[config.mk]
export PLATFORM = sky130hd
export DESIGN_NAME = hex_keypad_scanner
export DESIGN_NICKNAME = d
export VERILOG_FILES = /design/src/rtl/keypad_pkg.sv /design/src/rtl/keypad_debounce.sv /design/src/rtl/hex_keypad_scanner.sv
export SDC_FILE = /design/constraint.sdc
export NUM_CORES = 1
export LEC_CHECK = 0
export ABC_AREA = 1
export BUFFER_PORTS_ARGS = -buffer_cell sky130_fd_sc_hd__buf_2
export CORE_ASPECT_RATIO = 2
export CORE_MARGIN = 3
export CORE_UTILIZATION = 50
export DETAILED_ROUTE_END_ITERATION = 12
export PLACE_DENSITY = 0.81
export SKIP_CTS_REPAIR_TIMING = 1
export SLEW_MARGIN = 40
export SYNTH_ARGS = -nofsm -noshare
export SYNTH_HDL_FRONTEND = slang
export SYNTH_SLANG_ARGS = --single-unit
[constraint.sdc]
create_clock -name clk -period 4.1 [get_ports clk]
set_clock_uncertainty 0.15 [all_clocks]
set_input_delay 0.41 -clock clk [delete_from_list [all_inputs] [get_ports clk]]
set_output_delay 0.41 -clock clk [all_outputs]
set_load 0.01 [all_outputs]
[src/rtl/keypad_pkg.sv]
// Shared types and constants for the hex keypad scanner.
//   db_state_t    : debounce FSM states
//   scan_result_t : classification of one full four-column scan
//   KEYMAP        : [row][col] -> 4-bit key code, col 0 is col_n[0]
//   count_hits    : number of asserted rows in one column sample, saturating at 2
package keypad_pkg;

  typedef enum logic [1:0] {
    IDLE,
    PRESS_WAIT,
    HELD,
    RELEASE_WAIT
  } db_state_t;

  typedef enum logic [1:0] {
    NONE,
    KEY,
    MULTI
  } scan_result_t;

  localparam logic [0:3][0:3][3:0] KEYMAP = '{
    '{4'h1, 4'h2, 4'h3, 4'hA},
    '{4'h4, 4'h5, 4'h6, 4'hB},
    '{4'h7, 4'h8, 4'h9, 4'hC},
    '{4'hE, 4'h0, 4'hF, 4'hD}
  };

  // 0, 1, or 2 meaning "two or more"; that is all the ghosting reject needs.
  function automatic logic [1:0] count_hits(input logic [3:0] hits);
    logic [2:0] n;
    n = 3'(hits[0]) + 3'(hits[1]) + 3'(hits[2]) + 3'(hits[3]);
    return (n > 3'd1) ? 2'd2 : n[1:0];
  endfunction

endpackage

[src/rtl/keypad_debounce.sv]
// Debounce FSM for the keypad scanner, evaluated once per completed scan.
//   clk, rstn  : clock, synchronous active-low reset
//   scan_done  : one-cycle strobe at the end of each full scan
//   result     : NONE / KEY / MULTI for the scan that is ending
//   code       : key code when result is KEY
//   accept     : combinational, high in the scan_done cycle that accepts a press
//   key_held   : registered, 1 from accepted press until accepted release
//   cand       : code being accepted; valid whenever accept is high
//
// state        | meaning
// IDLE         | no key, waiting for a single-key scan
// PRESS_WAIT   | same key seen cnt scans in a row, not yet accepted
// HELD         | press accepted, waiting for an empty scan
// RELEASE_WAIT | cnt empty scans in a row, release not yet accepted
module keypad_debounce
  import keypad_pkg::*;
#(
  parameter int DEBOUNCE_SCANS = 4
) (
  input  logic         clk,
  input  logic         rstn,
  input  logic         scan_done,
  input  scan_result_t result,
  input  logic [3:0]   code,
  output logic         accept,
  output logic         key_held,
  output logic [3:0]   cand
);

  localparam int CW = $clog2(DEBOUNCE_SCANS + 1);
  localparam logic [CW-1:0] CNT_MAX = CW'(DEBOUNCE_SCANS);

  db_state_t     state;
  logic [CW-1:0] cnt;
  logic [CW-1:0] cnt_inc;
  logic [3:0]    cand_q;
  logic          key_match;

  always_comb begin
    cnt_inc   = (cnt == CNT_MAX) ? cnt : cnt + CW'(1);
    // In IDLE the candidate is only being captured this cycle, so expose the
    // incoming code; this is what makes a single-scan debounce work.
    cand      = (state == IDLE) ? code : cand_q;
    key_match = (result == KEY) && (code == cand_q);
    accept    = 1'b0;
    if (scan_done && result == KEY) begin
      case (state)
        IDLE:       accept = (DEBOUNCE_SCANS == 1);
        PRESS_WAIT: accept = key_match && (cnt_inc == CNT_MAX);
        default:    accept = 1'b0;
      endcase
    end
  end

  always_ff @(posedge clk) begin
    if (!rstn) begin
      state    <= IDLE;
      cnt      <= '0;
      cand_q   <= 4'h0;
      key_held <= 1'b0;
    end else if (scan_done) begin
      case (state)
        IDLE: begin
          if (result == KEY) begin
            cand_q <= code;
            cnt    <= CW'(1);
            if (accept) begin
              state    <= HELD;
              key_held <= 1'b1;
            end else begin
              state <= PRESS_WAIT;
            end
          end
        end
        PRESS_WAIT: begin
          if (key_match) begin
            cnt <= cnt_inc;
            if (accept) begin
              state    <= HELD;
              key_held <= 1'b1;
            end
          end else begin
            state <= IDLE;
          end
        end
        HELD: begin
          if (result == NONE) begin
            cnt <= CW'(1);
            if (DEBOUNCE_SCANS == 1) begin
              state    <= IDLE;
              key_held <= 1'b0;
            end else begin
              state <= RELEASE_WAIT;
            end
          end
        end
        RELEASE_WAIT: begin
          if (result == NONE) begin
            cnt <= cnt_inc;
            if (cnt_inc == CNT_MAX) begin
              state    <= IDLE;
              key_held <= 1'b0;
            end
          end else begin
            state <= HELD;
          end
        end
        default: state <= IDLE;
      endcase
    end
  end

endmodule

[src/rtl/hex_keypad_scanner.sv]
// 4x4 hex matrix keypad scanner with debounce and an 8-digit key history.
//   clk, rstn  : clock, synchronous active-low reset
//   row_n[3:0] : keypad rows, active low, asynchronous to clk
//   clear      : zero the digit history on the next edge
//   col_n[3:0] : one-hot-low column strobe, rotates every CYCLE_PER_COL cycles
//   key_valid  : one-cycle pulse per accepted press
//   key_code   : code of the last accepted key, held between pulses
//   key_held   : 1 from accepted press until accepted release
//   digits     : last 8 accepted keys, newest in [3:0]
module hex_keypad_scanner
  import keypad_pkg::*;
#(
  parameter int CYCLE_PER_COL  = 100000,
  parameter int DEBOUNCE_SCANS = 4
) (
  input  logic        clk,
  input  logic        rstn,
  input  logic [3:0]  row_n,
  input  logic        clear,
  output logic [3:0]  col_n,
  output logic        key_valid,
  output logic [3:0]  key_code,
  output logic        key_held,
  output logic [31:0] digits
);

  localparam int CCW = $clog2(CYCLE_PER_COL);

  logic [3:0]     row_s1;
  logic [3:0]     row_s2;
  logic [CCW-1:0] col_cnt;
  logic [1:0]     col_idx;
  logic           col_tc;
  logic           scan_done;

  logic [3:0]     row_hit;
  logic [1:0]     row_sel;
  logic [1:0]     cur_n;
  logic [3:0]     cur_code;
  logic [2:0]     sum_n;
  logic [1:0]     tot_n;
  logic [3:0]     tot_code;
  logic [1:0]     acc_n;
  logic [3:0]     acc_code;
  scan_result_t   result;

  logic           accept;
  logic [3:0]     cand;

  always_ff @(posedge clk) begin
    if (!rstn) begin
      row_s1 <= 4'hF;
      row_s2 <= 4'hF;
    end else begin
      row_s1 <= row_n;
      row_s2 <= row_s1;
    end
  end

  // Rows are only looked at on the terminal count, long after the strobe
  // change has propagated through the synchronizer.
  assign col_tc    = (col_cnt == CCW'(CYCLE_PER_COL - 1));
  assign scan_done = col_tc && (col_idx == 2'd3);
  assign row_hit   = ~row_s2;

  // Merge the current column sample into the running scan tally.
  always_comb begin
    casez (row_hit)
      4'b???1: row_sel = 2'd0;
      4'b??10: row_sel = 2'd1;
      4'b?100: row_sel = 2'd2;
      4'b1000: row_sel = 2'd3;
      default: row_sel = 2'd0;
    endcase
    cur_n    = count_hits(row_hit);
    cur_code = KEYMAP[row_sel][col_idx];
    sum_n    = 3'(acc_n) + 3'(cur_n);
    tot_n    = (sum_n > 3'd1) ? 2'd2 : sum_n[1:0];
    tot_code = (acc_n != 2'd0) ? acc_code : cur_code;
    case (tot_n)
      2'd0:    result = NONE;
      2'd1:    result = KEY;
      default: result = MULTI;
    endcase
  end

  always_ff @(posedge clk) begin
    if (!rstn) begin
      col_cnt  <= '0;
      col_idx  <= 2'd0;
      col_n    <= 4'b1110;
      acc_n    <= 2'd0;
      acc_code <= 4'h0;
    end else if (col_tc) begin
      col_cnt <= '0;
      col_idx <= col_idx + 2'd1;
      col_n   <= {col_n[2:0], col_n[3]};
      if (col_idx == 2'd3) begin
        acc_n    <= 2'd0;
        acc_code <= 4'h0;
      end else begin
        acc_n    <= tot_n;
        acc_code <= tot_code;
      end
    end else begin
      col_cnt <= col_cnt + CCW'(1);
    end
  end

  keypad_debounce #(
    .DEBOUNCE_SCANS(DEBOUNCE_SCANS)
  ) u_debounce (
    .clk      (clk),
    .rstn     (rstn),
    .scan_done(scan_done),
    .result   (result),
    .code     (tot_code),
    .accept   (accept),
    .key_held (key_held),
    .cand     (cand)
  );

  // An accept coinciding with clear keeps only the new key.
  always_ff @(posedge clk) begin
    if (!rstn) begin
      key_valid <= 1'b0;
      key_code  <= 4'h0;
      digits    <= 32'h0;
    end else begin
      key_valid <= accept;
      if (accept) begin
        key_code <= cand;
        digits   <= clear ? {28'h0, cand} : {digits[27:0], cand};
      end else if (clear) begin
        digits <= 32'h0;
      end
    end
  end

endmodule

Word-level counts from Yosys, hierarchy flattened
Index checks and enable logic that the tools add are counted.
{ "op_classes": {"n_addsub": 7, "order_cmp": 4, "eq_ne": 20, "muxes": 39, "n_bitwise": 4, "reduce_logical": 15} }
{ "ops": {"columns": ["op", "n"], "rows": [
  ["32-bit two-way mux", 3],
  ["16-bit binary-select mux with 2-bit select", 1],
  ["16-bit two-way mux", 2],
  ["2-bit two-way mux", 10],
  ["4-bit two-way mux", 5],
  ["17-bit by 1-bit adder with 17-bit output (second input constant)", 1],
  ["17-bit equality test (second input constant)", 1],
  ["3-bit two-way mux", 5],
  ["3-bit case mux with 4 select lines", 1],
  ["5-bit AND reduction", 2],
  ["3-bit equality test (second input constant)", 3],
  ["4-bit binary-select mux with 2-bit select", 1],
  ["2-bit equality test (second input constant)", 4],
  ["2-bit by 1-bit != test with 1-bit output (second input constant)", 4],
  ["2-bit case mux with 4 select lines", 1],
  ["1-bit two-way mux", 7],
  ["2-bit by 1-bit equality test with 1-bit output (second input constant)", 3],
  ["3-bit greater-or-equal comparator (second input constant)", 2],
  ["3-bit by 1-bit > comparator with 1-bit output (second input constant)", 2],
  ["2-bit zero test", 3],
  ["2-bit NOT with 3-bit output", 2],
  ["2-bit case mux with 3 select lines", 1],
  ["6-bit AND reduction", 1],
  ["4-bit equality test", 1],
  ["other kinds (19)", 23]
]} }
{ "totals": {"reg_bits": 84, "inputBits": 7} }

Longest topological paths before layout
{ "depth": {"ltp_word": 19, "mapped_depth": 21, "mapped_depth_nobuf": 21} }

Modules after synthesis
A second synthesis with hierarchy kept.
{ "hier_totals": {"cells_unflattened": 573, "hier_area_um2": 4078.9} }
{ "modules_own_cells": {"columns": ["module", "n_inst", "cells_each", "area_each_um2", "seq_area_each_um2"], "rows": [
  ["hex_keypad_scanner", 1, 451, 3331.9, 1481.4],
  ["keypad_debounce", 1, 122, 747.0, 200.2]
]} }

Least setup slack after synthesis
OpenSTA, ideal clock, no wires.
{ "synth_path": {"path_kind": "flip-flop to flip-flop", "from": "register row_s2[0]", "to": "register digits[15]", "setup_ns": 0.119, "t_arrival_ns": 3.188, "slack_ns": 0.643, "stages_incl_launch_ff": 20, "n_path_buf": 1, "cell_sequence": "dfxtp_1 -> fa_1 -> inv_1 -> ha_1 -> inv_1 -> ha_1 -> inv_1 -> nand2_1 -> nor2_1 -> o21ai_0 -> fa_1 -> nor2_1 -> inv_1 -> nor2_1 -> nand2_1 -> nor2_4 -> nand4_4 -> buf_2 -> o21ai_0 -> a21oi_1"} }
{ "synth_between": {"elab_chain_len": 17, "word_cells_on_any_way": 33} }
{ "synth_lines": {"columns": ["element", "line_no", "text"], "rows": [
  ["start: declaration", "hex_keypad_scanner.sv:30", "logic [3:0] row_s2;"],
  ["start signal: assignment", "hex_keypad_scanner.sv:56", "row_s2 <= row_s1;"],
  ["4-bit NOT *", "hex_keypad_scanner.sv:64", "assign row_hit = ~row_s2;"],
  ["1-bit by 1-bit adder with 2-bit output (tied with other cells)", "keypad_pkg.sv:31", "n = 3'(hits[0]) + 3'(hits[1]) + 3'(hits[2]) + 3'(hits[3]);"],
  ["2-bit by 1-bit adder with 3-bit output or 2-bit case mux with 3 select lines (tied branches)", "keypad_pkg.sv:31, hex_keypad_scanner.sv:68", null],
  ["3-bit by 1-bit adder with 3-bit output or 2-bit NOT with 3-bit output (tied branches)", "keypad_pkg.sv:31, hex_keypad_scanner.sv:76", null],
  ["3-bit by 1-bit > comparator with 1-bit output or 16-bit binary-select mux with 2-bit select (tied branches)", "keypad_pkg.sv:32, hex_keypad_scanner.sv:76", null],
  ["2-bit two-way mux or 16-bit two-way mux (tied branches)", "keypad_pkg.sv:32, hex_keypad_scanner.sv:76", null],
  ["2-bit by 2-bit adder with 3-bit output or 16-bit two-way mux (tied branches)", "hex_keypad_scanner.sv:77, hex_keypad_scanner.sv:76", null],
  ["3-bit by 1-bit > comparator with 1-bit output or 4-bit binary-select mux with 2-bit select (tied branches)", "hex_keypad_scanner.sv:78, hex_keypad_scanner.sv:76", null],
  ["2-bit two-way mux or 4-bit two-way mux (tied branches)", "hex_keypad_scanner.sv:78, hex_keypad_scanner.sv:76", null],
  ["2-bit by 1-bit equality test with 1-bit output (tied with other cells)", "hex_keypad_scanner.sv:80", "case (tot_n)"],
  ["2-bit case mux with 2 select lines or 4-bit two-way mux (tied branches)", "hex_keypad_scanner.sv:80, hex_keypad_scanner.sv:79", null],
  ["2-bit by 1-bit equality test with 1-bit output or 4-bit equality test (tied branches)", "keypad_debounce.sv:44, keypad_debounce.sv:46", null],
  ["1-bit logical AND", "keypad_debounce.sv:44", "key_match = (result == KEY) && (code == cand_q);"],
  ["1-bit logical AND", "keypad_debounce.sv:49", "PRESS_WAIT: accept = key_match && (cnt_inc == CNT_MAX);"],
  ["1-bit two-way mux", "keypad_debounce.sv:47", "case (state)"],
  ["1-bit two-way mux *", "keypad_debounce.sv:46", "if (scan_done && result == KEY) begin"],
  ["32-bit two-way mux or 2-bit nonzero test (tied branches)", null, null],
  ["end signal: assignment", "hex_keypad_scanner.sv:133", "digits <= clear ? {28'h0, cand} : {digits[27:0], cand};"],
  ["end: declaration", "hex_keypad_scanner.sv:24", "output logic [31:0] digits"]
]} }
Mark *: on every way between the ends. The rest lies on a longest branch, timed or not. The select of a mux whose other input is x is not followed.
A chain may end at the register's enable or synchronous reset.

Final worst setup path
{ "layout_path": {"from": "register row_s2[0]", "to": "register digits[16]"} }
Same word-level chain as after synthesis.

==> out/metrics.yaml <==
status: "finished clean"
clk_path_buf_depth: 2
path_cells: "fa_1, inv_1, ha_1, inv_1, ha_1, inv_1, nand2_1, nor2_1, ha_1, fa_1, nor2_1, inv_1, nor2_2, nand2_1, nor2_4, nand4_4, buf_6, nand2_1, nand2_1, a21oi_1"
antenna_cells: 0
antenna_left: 0
crit_fanout: 40
clk_latency_ns: 0.34
fmax_mhz: 267.1
finalHoldViolations: 0
drc_errors: 0
synth_async_sr_flop_share_pct: 0
antenna_found_initial: 0
ys_top_cells_by_area: "dfxtp_1 44%, nand2_1 11%, inv_1 8.1%"
wl_per_cell_um: 11.89
start_kind: "register"
dp_slack_ns: 0.1993
finalNonFillerCells: 679
post-place-cells: 663
fillerInstances: 664
cellPowerDensity_nw_per_um2: 398.1
yosysSeqAreaShare_pct: 43.71
min_path_type: "in2reg"
synthToLayoutAreaGrowth_pct: 17.46
synthCells: 533
p_leak_uw: 0.002204
grt_use_total_pct: 19.75
setup_viol: 0
fin_crit_ns: 3.743
die_area_um2: 8847
coreArea_um2: 7377
routed_via_density: 5.130
via_count: 3483
root_buffer: "clkbuf_16"
netlist_area_um2: 3847
cp_slowest_cell: "fa_1"
share_seq_of_total_power_pct: 45.9
die_y_um: 130.1
port_buffers: 48
synth_top_area_cell: "dfxtp_1"
crit_path_end_kind: "register"
ir_drop_v: 0.0003158
initial_core_util_pct: 52.15
wl_met2_um: 4474
holdWs_ns: 0.1037
synth_flop_cell: "dfxtp_1"
cts_tree: "built"
drv_cap: 0
switching_power_uw: 404.5
path_class: "reg2reg"
synth_area_per_cell_um2: 7.218
p_int_uw: 1395
rsz0062_at_grt: "true"
fin_nets: 601
drive_gt1_share_pct: 16.87
cts_sinks: 84
synth-edff-count: 0
required_ns: 4.21
route.top_layer_used: "met4"
drv_slew: 0
post-route-period-util_pct: 91.30
wl_met1_um: 2939
synth_common_cells: "117 x nand2_1, 84 x dfxtp_1, 83 x inv_1, 55 x nor2_1, 47 x a21oi_1"
gp_congestion: 0.8837
synth_cell_types: 37
timing.final.ws_setup_ns: 0.3567
grt_pass1_vias: 3330
die_width_um: 68.03
max_slew_margin_pct: 57.76
grt_pass1_wl_um: 13520
cts_made_buffers: 9
route.met3.wl_um: 318
grt_max_degree: 41
clkTransAtPathRegs_ns: 0.06
wl_um: 8074
num_rows: 44
slowest_delay_ns: 0.54
first_pass_iters: 4
ios: 49
p_clk_share_pct: 49.2
synth_warnings: 0
worst_pin_slew_ns: 0.6320
grt_overflow: 0
swShare_pct: 22.48
drtIter0Drc: 188
dp.final_hpwl_um: 6004
p_comb_share_pct: 4.9
synthMostInstantiatedCell: "nand2_1"
syn_nets: 552
cp.arrival_ns: 3.86
htreeDepth: 3
synth_top_area_share_pct: 43.71
ys_ff_latch: 84
-- routing by layer --
metal,vias to the layer above,track usage (%)
li1,1772,-
met1,1609,18.43
met2,73,37.43
met3,29,3.790
met4,0,11.61
met5,-,0
-- kinds of logic after synthesis --
kind of cell,count (synthesis),share of synthesized area [%]
adder cells (fa/ha/maj),12,4.293
flip-flops,84,43.71
buffers and inverters,102,10.44
AND/OR/NAND/NOR,246,29.01
XOR/XNOR,3,0.6831
AO/OA/AOI/OAI,86,11.87
-- final timing paths --
check | cells past startpoint | slack [ns] | end | start
worst max-delay path | 20 | 0.36 | digits[16] | row_s2[0]
worst min-delay path | 2 | 0.10 | row_s1[2] | row_n[2]
worst max register to register | 20 | 0.36 | digits[16] | row_s2[0]
worst min register to register | 1 | 0.26 | row_s2[0] | row_s1[0]
-- cells in the final DEF (no fill, tap or decap), types with 4 or more instances in the layout --
cell type | netlist | layout
nand2_1 | 117 | 117
dfxtp_1 | 84 | 84
inv_1 | 83 | 83
nor2_1 | 55 | 54
buf_2 | 6 | 48
a21oi_1 | 47 | 47
nand3_1 | 30 | 29
o21ai_0 | 28 | 28
ha_1 | 10 | 10
clkbuf_16 | 0 | 9
or2_2 | 8 | 8
nor3_1 | 7 | 7
nor2_2 | 5 | 6
nand4_1 | 5 | 5
nand2_2 | 5 | 5
nor3b_1 | 4 | 4
-- critical path, delay by kind of cell, from the launching register on --
kind | cells | cell delay, ns
and+or+nand+nor | 9 | 1.04
DFF | 1 | 0.34
adders and majority gates | 5 | 1.53
buffers and inverters | 5 | 0.48
AOI/OAI and AO/OA | 1 | 0.14
-- power by group through the flow --
stage | Clock, uW | Sequential [uW] | Combinational, uW
3_3_place_gp | 0 | 843 | 83.0
6_report | 886 | 825 | 88.1
4_1_cts | 901 | 825 | 86.5
3_5_place_dp | 0 | 844 | 86.1
2_1_floorplan | 0 | 843 | 65.4
5_1_grt | 931 | 826 | 101
-- through the flow --
step	utilization, %	power, uW	cell area [um2]	setup TNS (ns)
final	61.26	1799	4519	0
after detailed placement	56.58	929.9	4174	0
after global routing	61.26	1857	4519	-0.005973
after CTS	61.08	1813	4506	0
after global placement	56.58	926.3	4174	0
after floorplan	-	908.4	3847	0
-- final cells by class --
| type | instances | area [um2] | share of cell area [%] |
|---|---|---|---|
| Multi-Input combinational cell | 347 | 1772 | 39.20 |
| Sequential cell | 84 | 1682 | 37.21 |
| Inverter | 88 | 332.8 | 7.364 |
| Timing Repair Buffer | 52 | 286.5 | 6.340 |
| Clock buffer | 9 | 225.2 | 4.983 |
| Tap cell | 92 | 115.1 | 2.547 |
| Clock inverter | 7 | 106.4 | 2.353 |
-- registers in the layout, indices dropped and copies added (netlist names), 2 cells and up --
name / count
row_s2: 4
col_idx: 2
u_debounce.cnt: 3
key_code: 4
col_cnt: 17
acc_code: 4
digits: 32
row_s1: 4
acc_n: 2
col_n: 4
u_debounce.cand_q: 4
u_debounce.state: 2
No activity file was read; power rests on OpenSTA's default activity.
